## src/rtl/tour_cmd.sv

```systemverilog
// Knight's-tour command sequencer: replays solver moves as vertical/horizontal
// move commands with a cmd_rdy/clr_cmd_rdy/send_resp handshake; forwards UART commands when idle.
module tour_cmd (
  input  logic        clk,
  input  logic        rst_n,
  input  logic        start_tour,
  input  logic [7:0]  move,
  output logic [4:0]  mv_indx,
  input  logic [15:0] cmd_UART,
  input  logic        cmd_rdy_UART,
  output logic [15:0] cmd,
  output logic        cmd_rdy,
  input  logic        clr_cmd_rdy,
  input  logic        send_resp,
  output logic [7:0]  resp
);

  localparam int unsigned IDX_W    = 5;
  localparam int unsigned LAST_IDX = 23;

  localparam logic [2:0] IDLE   = 3'd0;
  localparam logic [2:0] VERT   = 3'd1;
  localparam logic [2:0] HOLD_V = 3'd2;
  localparam logic [2:0] HORZ   = 3'd3;
  localparam logic [2:0] HOLD_H = 3'd4;

  localparam logic [3:0] OP_MOVE    = 4'b0010;
  localparam logic [3:0] OP_FANFARE = 4'b0011;
  localparam logic [7:0] HEAD_N     = 8'h00;
  localparam logic [7:0] HEAD_W     = 8'h3F;
  localparam logic [7:0] HEAD_S     = 8'h7F;
  localparam logic [7:0] HEAD_E     = 8'hBF;
  localparam logic [7:0] RESP_DONE  = 8'hA5;
  localparam logic [7:0] RESP_LEG   = 8'h5A;

  logic [2:0]       state_q, state_d;
  logic [IDX_W-1:0] idx_q, idx_d;
  logic             v_south, h_west;
  logic [1:0]       v_sq, h_sq;
  logic [15:0]      vert_leg, horz_leg;
  logic             last_move;

  always_ff @(posedge clk or negedge rst_n) begin
    if (!rst_n) begin
      state_q <= IDLE;
      idx_q   <= '0;
    end else begin
      state_q <= state_d;
      idx_q   <= idx_d;
    end
  end

  // Split one-hot move into legs; lowest set bit has priority, no bit means 0 squares.
  always_comb begin
    v_south = 1'b0;
    h_west  = 1'b0;
    v_sq    = 2'd0;
    h_sq    = 2'd0;
    casez (move)
      8'b???????1: begin v_sq = 2'd2; h_sq = 2'd1; end
      8'b??????10: begin v_sq = 2'd2; h_sq = 2'd1; h_west = 1'b1; end
      8'b?????100: begin v_sq = 2'd1; h_sq = 2'd2; h_west = 1'b1; end
      8'b????1000: begin v_sq = 2'd1; h_sq = 2'd2; h_west = 1'b1; v_south = 1'b1; end
      8'b???10000: begin v_sq = 2'd2; h_sq = 2'd1; h_west = 1'b1; v_south = 1'b1; end
      8'b??100000: begin v_sq = 2'd2; h_sq = 2'd1; v_south = 1'b1; end
      8'b?1000000: begin v_sq = 2'd1; h_sq = 2'd2; v_south = 1'b1; end
      8'b10000000: begin v_sq = 2'd1; h_sq = 2'd2; end
      default: ;
    endcase
  end

  assign vert_leg  = {OP_MOVE, (v_south ? HEAD_S : HEAD_N), 2'b00, v_sq};
  assign horz_leg  = {OP_FANFARE, (h_west ? HEAD_W : HEAD_E), 2'b00, h_sq};
  assign last_move = (idx_q == IDX_W'(LAST_IDX));

  // Sequencer: next state, index update and command mux.
  always_comb begin
    state_d = state_q;
    idx_d   = idx_q;
    cmd     = cmd_UART;
    cmd_rdy = cmd_rdy_UART;
    case (state_q)
      IDLE: begin
        if (start_tour) begin
          idx_d   = '0;
          state_d = VERT;
        end
      end
      VERT: begin
        cmd     = vert_leg;
        cmd_rdy = 1'b1;
        if (clr_cmd_rdy) state_d = HOLD_V;
      end
      HOLD_V: begin
        cmd     = vert_leg;
        cmd_rdy = 1'b0;
        if (send_resp) state_d = HORZ;
      end
      HORZ: begin
        cmd     = horz_leg;
        cmd_rdy = 1'b1;
        if (clr_cmd_rdy) state_d = HOLD_H;
      end
      HOLD_H: begin
        cmd     = horz_leg;
        cmd_rdy = 1'b0;
        if (send_resp) begin
          if (last_move) begin
            state_d = IDLE;
          end else begin
            idx_d   = idx_q + IDX_W'(1);
            state_d = VERT;
          end
        end
      end
      default: state_d = IDLE;
    endcase
  end

  assign resp    = ((state_q == IDLE) || last_move) ? RESP_DONE : RESP_LEG;
  assign mv_indx = idx_q;

endmodule
```

## config.mk

```make
export PLATFORM = sky130hd
export DESIGN_NAME = tour_cmd
export DESIGN_NICKNAME = d
export VERILOG_FILES = /design/src/rtl/tour_cmd.sv
export SDC_FILE = /design/constraint.sdc
export NUM_CORES = 1
export LEC_CHECK = 0
export ABC_CLOCK_PERIOD_IN_PS = 1500
export BUFFER_PORTS_ARGS = -buffer_cell sky130_fd_sc_hd__buf_2
export CORE_ASPECT_RATIO = 0.6
export CORE_MARGIN = 2
export CORE_UTILIZATION = 37
export DETAILED_ROUTE_END_ITERATION = 10
export MAX_ROUTING_LAYER = met4
export PLACE_DENSITY = 0.85
export SYNTH_ARGS = -nofsm -noshare
export SYNTH_HDL_FRONTEND = slang
export SYNTH_SLANG_ARGS = --single-unit
```

## constraint.sdc

```tcl
create_clock -name clk -period 1.5 [get_ports clk]
set_input_delay 0.15 -clock clk [delete_from_list [all_inputs] [get_ports clk]]
set_output_delay 0.15 -clock clk [all_outputs]
set_load 0.01 [all_outputs]
```

==> results of run 1 <==
## registers in the layout (all words and copies together), names as in the netlist
register and count:
mv_indx 5, state_q 3
## worst reg2reg max path, stage by stage (launching register included)
cell,delay (ns)
dfrtp_2,0.48
buf_4,0.15
buf_4,0.12
mux2_2,0.34
o211ai_1,0.22
o21ai_0,0.13
## per-layer routing
| metal | track usage | vias up | part of all wire |
|---|---|---|---|
| met2 | 0.316 | 67 | 0.48 |
| met4 | 0.106 | 0 | 0.026 |
| met3 | 0.0726 | 12 | 0.090 |
| li1 | - | 526 | - |
| met1 | 0.285 | 550 | 0.41 |
| met5 | - | - | 0 |
## worst max-delay path by stage
stage | depth (start not counted) | slack, ns | to | from
6_report | 5 | -0.18 | cmd[0] | state_q[1]$_DFFE_PN0P_
5_1_grt | 6 | -0.21 | cmd_rdy | state_q[2]$_DFFE_PN0P_
4_1_cts | 5 | -0.11 | cmd[1] | state_q[1]$_DFFE_PN0P_
3_5_place_dp | 5 | 0.03 | resp[6] | state_q[0]$_DFFE_PN0P_
3_3_place_gp | 4 | 0.06 | cmd[1] | state_q[1]$_DFFE_PN0P_
2_1_floorplan | 6 | 0.01 | resp[3] | state_q[1]$_DFFE_PN0P_
## cell families (layout without fill, tap and decap cells)
family,count (synthesis),after routing
simple gates,40,40
compound gates,37,37
buf+inv,16,85
flops,8,8
mux,4,4
xor+xnor,3,3
fa+ha+maj,1,1
## power by group
group,total [W],internal [W],switching [W]
combinational,0.00243,0.00118,0.00124
clock,0.000280,0.000185,0.0000945
sequential,0.000426,0.000290,0.000136
total,0.00313,0.00166,0.00147
## cells in the mapped netlist, types with 2 or more instances
library cell / instances
nor2_1: 6
and2_1: 5
inv_1: 2
buf_2: 2
buf_6: 3
nand2_1: 12
o21ai_1: 2
a22oi_1: 2
o21ai_0: 6
nand2b_1: 2
mux2i_1: 3
dfrtp_1: 8
a21oi_1: 8
nand3_1: 3
buf_4: 7
o21a_1: 6
## area by class of cell
| type | instances | area (um2) | area share |
|---|---|---|---|
| Inverter | 3 | 11.3 | 0.00785 |
| Timing Repair Buffer | 78 | 462 | 0.322 |
| Sequential cell | 8 | 205 | 0.143 |
| Clock buffer | 4 | 45.0 | 0.0314 |
| Tap cell | 30 | 37.5 | 0.0262 |
| Multi-Input combinational cell | 85 | 674 | 0.470 |
## cells in the final DEF, fill, tap and decap left out, types with 2 or more instances in the layout
master    count
a21oi_1       7
o21ai_1       3
buf_6         5
dfrtp_1       4
nand2b_4      3
mux2i_1       3
clkbuf_8      3
nand2_1      12
dfrtp_2       4
nand3_2       2
o21a_1        6
buf_4        14
and2_1        5
a22oi_1       2
o21ai_0       4
inv_2         2
nor2_1        6
buf_2        58
## metrics by stage
step                area, um2  hold slack (ns)  setup TNS [ns]
CTS                      1360            0.230           -1.44
detailed placement       1210          0.00510               0
global placement         1210          0.00195               0
floorplan                 913           -0.146               0
global route             1440            0.283           -3.63
finish                   1440            0.274           -2.52
## what timing repair did
item	4_1_cts	5_1_grt
hold buffers	1	0
setup endpoints to repair	25	28
pin swaps	3	5
gates cloned	0	0
hold endpoints to repair	8	0
resized for setup	12	11
setup buffers	6	3
==> results.sh, run 1 <==
export IMPL_cts_buffer_depth=2
export IMPL_synthCells=109
export IMPL_synth_top_family_by_area="compound AO/OA/AOI/OAI gates"
export IMPL_required_ns=1.35
export IMPL_worstReg2RegStart="state_q[1]$_DFFE_PN0P_"
export IMPL_fill_cells=167
export IMPL_outcome="complete, but fails checks"
export IMPL_synth_area_leader_cell="dfrtp_1"
export IMPL_synth_cell_types=48
export IMPL_ys_flop_type="dfrtp_1"
export IMPL_critPathKind="flop to output pin"
export IMPL_cap_violations=0
export IMPL_synth_edff_count=0
export IMPL_grt_ovfl_total=0
export IMPL_io_buffer_count=59
export IMPL_yosysWarnings=0
export IMPL_critical_path_max_stage_delay_ns=0.48
export IMPL_violations="negative setup slack"
export IMPL_hold_depth=2
export IMPL_reg2reg_slack_ns=-0.07
export IMPL_vias=1155
export IMPL_cts_tree="yes"
export IMPL_hold_viol=0
export IMPL_core_area_um2=2230
export IMPL_rsz0062_at_grt="yes"
export IMPL_grt_use_total=0.223
export IMPL_crit_chain="buf_6 > nand2b_4 > a211o_1 > a32oi_1 > buf_2"
export IMPL_path_buf_inv=2
export IMPL_final_nets=210
export IMPL_die_h_um=42.2
export IMPL_cts_root_buf="clkbuf_8"
export IMPL_synthXorXnorAreaFrac=0.0375
export IMPL_place_gp_congestion=0.836
export IMPL_min_path_type="input pin to flop"
export IMPL_pin_count=60
export IMPL_leakagePower_nw=0.695
export IMPL_finalSetupViolCount=25
export IMPL_synth_top_area_frac=0.222
export IMPL_min_period_over_period=1.12
export IMPL_tightest_slew_ns=0.502
export IMPL_crit_path_end_kind="output pin"
export IMPL_crit_fanout=7
export IMPL_synth_fa_ha_area_frac=0.0139
export IMPL_p_per_area_nw_per_um2=2180
export IMPL_diodes=0
export IMPL_clkSinkCount=8
export IMPL_finalPower_w=0.00313
export IMPL_synth_seq_cells=8
export IMPL_clk_latency_ns=0.23
export IMPL_antenna_found_initial=0
export IMPL_dp_cells=194
export IMPL_drt_iter0_drc=51
export IMPL_ant_nets=0
export IMPL_area_delta_synth_final_pct=59.3
export IMPL_drc=0
export IMPL_cts_htree_levels=1
export IMPL_grt_pass1_vias=992
export IMPL_min_from="send_resp"
export IMPL_yosysSeqAreaShare=0.222
export IMPL_preCtsSetupSlack_ns=0.0260
export IMPL_start_util=0.404
export IMPL_synthMuxAreaShare=0.0458
export IMPL_crit_path_start_kind="flop"
export IMPL_clk_pin_slew_ns=0.05
export IMPL_synthSimpleGateAreaFrac=0.246
export IMPL_drt_pass1_iterations=4
export IMPL_row_count=13
export IMPL_wl_per_cell_um=15.8
export IMPL_syn_avg_cell_area_um2=8.26
export IMPL_via_per_inst=5.55
export IMPL_fin_util=0.644
export IMPL_dieArea_um2=2860
export IMPL_numCtsBuffers=3
export IMPL_die_x_um=67.7
export IMPL_syn_cell_area_um2=901
export IMPL_fin_cells=208
export IMPL_period_minus_slack_ns=1.68
export IMPL_slew_violations=0
export IMPL_crit_slowest_cell="dfrtp_2"
export IMPL_hold_end="state_q[2]$_DFFE_PN0P_"
export IMPL_fin_skew_ns=0.00605
export IMPL_async_flop_share=1.00
export IMPL_r2r_end="state_q[0]$_DFFE_PN0P_"
export IMPL_yosys_top_cells_area="dfrtp_1, buf_4, nand2_1"
export IMPL_grt_pass1_wl_um=4600
export IMPL_syn_nets=140
export IMPL_slew_limit_headroom=0.661
export IMPL_r2r_cells=5
export IMPL_timing_fmax_mhz=595
export IMPL_final_layout_size_suffix_gt1_frac=0.596
export IMPL_wirelength_um=3290
export IMPL_synth_compound_area_share=0.311
export IMPL_cp_arrival_ns=1.53
export IMPL_vdd_drop_max_v=0.000907
export IMPL_dpl_hpwl_um=2200
export IMPL_cp_top_family="flip-flops"
export IMPL_setup_ws_ns=-0.180
export IMPL_grt_max_degree=12
Power figures use the tool's default switching activity.
==> run 2, diff against run 1 <==
--- a/config.mk
+++ b/config.mk
@@ -8,7 +8,6 @@
 export ABC_CLOCK_PERIOD_IN_PS = 1500
 export BUFFER_PORTS_ARGS = -buffer_cell sky130_fd_sc_hd__buf_2
 export CORE_ASPECT_RATIO = 0.6
-export CORE_MARGIN = 2
 export CORE_UTILIZATION = 37
 export DETAILED_ROUTE_END_ITERATION = 10
 export MAX_ROUTING_LAYER = met4
==> run 2 against run 1 <==
  * The run still ends with negative setup slack left
  * Sequential cell count unchanged
  * Critical path type unchanged
  * Non-clock buffer count fell by 2
  * Via count decreased by 2.9%
==> results.sh, run 2 (synthesized netlist as in run 1, its figures left out) <==
export IMPL_reg2reg_slack_ns=0.02
export IMPL_leakagePower_nw=0.678
export IMPL_layout_common_cells="buf_2, buf_4, nand2_1"
export IMPL_drc=0
export IMPL_outcome="complete, but fails checks"
export IMPL_fill_cells=181
export IMPL_r2r_cells=7
export IMPL_cp_top_family="compound AO/OA/AOI/OAI gates"
export IMPL_largest_register_ffs=5
export IMPL_start_util=0.404
export IMPL_antenna_found_initial=0
export IMPL_hold_end="state_q[2]$_DFFE_PN0P_"
export IMPL_die_h_um=40.2
export IMPL_required_ns=1.35
export IMPL_final_layout_size_suffix_gt1_frac=0.597
export IMPL_grt_pass1_vias=986
export IMPL_grt_pass1_wl_um=4700
export IMPL_critPathKind="flop to output pin"
export IMPL_setup_ws_ns=-0.148
export IMPL_fin_util=0.633
export IMPL_core_area_um2=2230
export IMPL_mostFrequentLayoutCell="buf_2"
export IMPL_worstReg2RegStart="mv_indx[1]$_DFFE_PN0P_"
export IMPL_ant_nets=0
export IMPL_pin_count=60
export IMPL_hold_depth=2
export IMPL_rsz0062_at_grt="yes"
export IMPL_totalNegativeSetupSlack_ns=-1.56
export IMPL_grt_ovfl_total=0
export IMPL_crit_path_start_kind="flop"
export IMPL_critical_path_max_stage_delay_ns=0.43
export IMPL_preCtsSetupSlack_ns=-0.0222
export IMPL_diodes=0
export IMPL_cts_buffer_depth=2
export IMPL_slew_limit_headroom=0.624
export IMPL_hold_viol=0
export IMPL_cts_htree_levels=1
export IMPL_vdd_drop_max_v=0.00103
export IMPL_dpl_hpwl_um=2370
export IMPL_crit_path_end_kind="output pin"
export IMPL_die_x_um=65.7
export IMPL_dieArea_um2=2640
export IMPL_wl_per_cell_um=15.4
export IMPL_drt_pass1_iterations=4
export IMPL_min_path_type="input pin to flop"
export IMPL_place_gp_congestion=0.825
export IMPL_via_per_inst=5.44
export IMPL_clk_pin_slew_ns=0.04
export IMPL_path_buf_inv=2
export IMPL_finalPower_w=0.00299
export IMPL_crit_chain="buf_4 > a22oi_1 > nor3_1 > a221o_1 > buf_2"
export IMPL_vias=1121
export IMPL_fin_skew_ns=0.00614
export IMPL_r2r_end="mv_indx[0]$_DFFE_PN0P_"
export IMPL_wirelength_um=3160
export IMPL_crit_fanout=7
export IMPL_grt_max_degree=10
export IMPL_min_from="send_resp"
export IMPL_slew_violations=0
export IMPL_cts_root_buf="clkbuf_8"
export IMPL_multiInputGateArea_um2=682
export IMPL_cap_violations=0
export IMPL_final_nets=208
export IMPL_crit_slowest_cell="dfrtp_2"
export IMPL_violations="negative setup slack"
export IMPL_timing_fmax_mhz=607
export IMPL_drt_iter0_drc=44
export IMPL_tightest_slew_ns=0.558
export IMPL_dpl_cell_area_um2=1220
export IMPL_clk_latency_ns=0.23
export IMPL_io_buffer_count=59
export IMPL_numCtsBuffers=3
export IMPL_area_delta_synth_final_pct=56.5
export IMPL_cts_tree="yes"
export IMPL_register_area_um2=205
export IMPL_min_period_over_period=1.10
export IMPL_p_per_area_nw_per_um2=2120
export IMPL_finalInstanceArea_um2=1410
export IMPL_finalSetupViolCount=21
export IMPL_clkSinkCount=8
export IMPL_cp_arrival_ns=1.50
export IMPL_grt_use_total=0.257
export IMPL_row_count=13
export IMPL_period_minus_slack_ns=1.65
-- run 2: repair_timing --
action,in CTS,in global routing
gates resized for setup,8,13
hold endpoints to repair,8,0
pin swaps,2,5
setup buffers,6,0
hold buffers,1,0
cloned,0,0
endpoints found under the setup margin,26,29
-- run 2: worst max path at each step --
stage | start | end | slack [ns] | cells after the start
after floorplan | state_q[1]$_DFFE_PN0P_ | resp[3] | 0.01 | 6
after global placement | state_q[0]$_DFFE_PN0P_ | cmd[0] | 0.04 | 4
after detailed placement | state_q[0]$_DFFE_PN0P_ | cmd[0] | -0.02 | 4
after CTS | state_q[0]$_DFFE_PN0P_ | cmd[0] | -0.13 | 4
after global routing | state_q[1]$_DFFE_PN0P_ | cmd[0] | -0.20 | 5
final | state_q[2]$_DFFE_PN0P_ | cmd[1] | -0.15 | 5
-- run 2: worst reg2reg max path: stages, from the launching register on --
cell,delay (ns)
dfrtp_1,0.39
ha_4,0.17
nand4b_1,0.21
buf_4,0.23
buf_6,0.12
a21oi_2,0.11
a21oi_1,0.06
o31ai_1,0.09
-- run 2: through the flow --
step                hold WS [ns]  instances
floorplan                 -0.146        109
global placement         0.00803        195
detailed placement       0.00216        195
CTS                        0.231        206
global route               0.279        206
finish                     0.279        206
-- run 2: report_power, final --
part	switching [W]	internal, W	total (W)
clock network	0.0000894	0.000185	0.000274
registers	0.000115	0.000291	0.000405
logic	0.00121	0.00110	0.00231
-- run 2: routing by layer --
metal | track usage | vias to the layer above | part of all wire
li1 | - | 525 | -
met1 | 0.289 | 538 | 0.40
met2 | 0.464 | 50 | 0.50
met3 | 0.0682 | 8 | 0.072
met4 | 0.0707 | 0 | 0.023
met5 | - | - | 0
-- run 2: final cells by class --
cell class,instances,share of cell area
well taps,30,0.0266
multi-input cells,85,0.484
clock buffers,4,0.0319
repair buffers,76,0.304
flip-flops and latches,8,0.146
inverters,3,0.00799
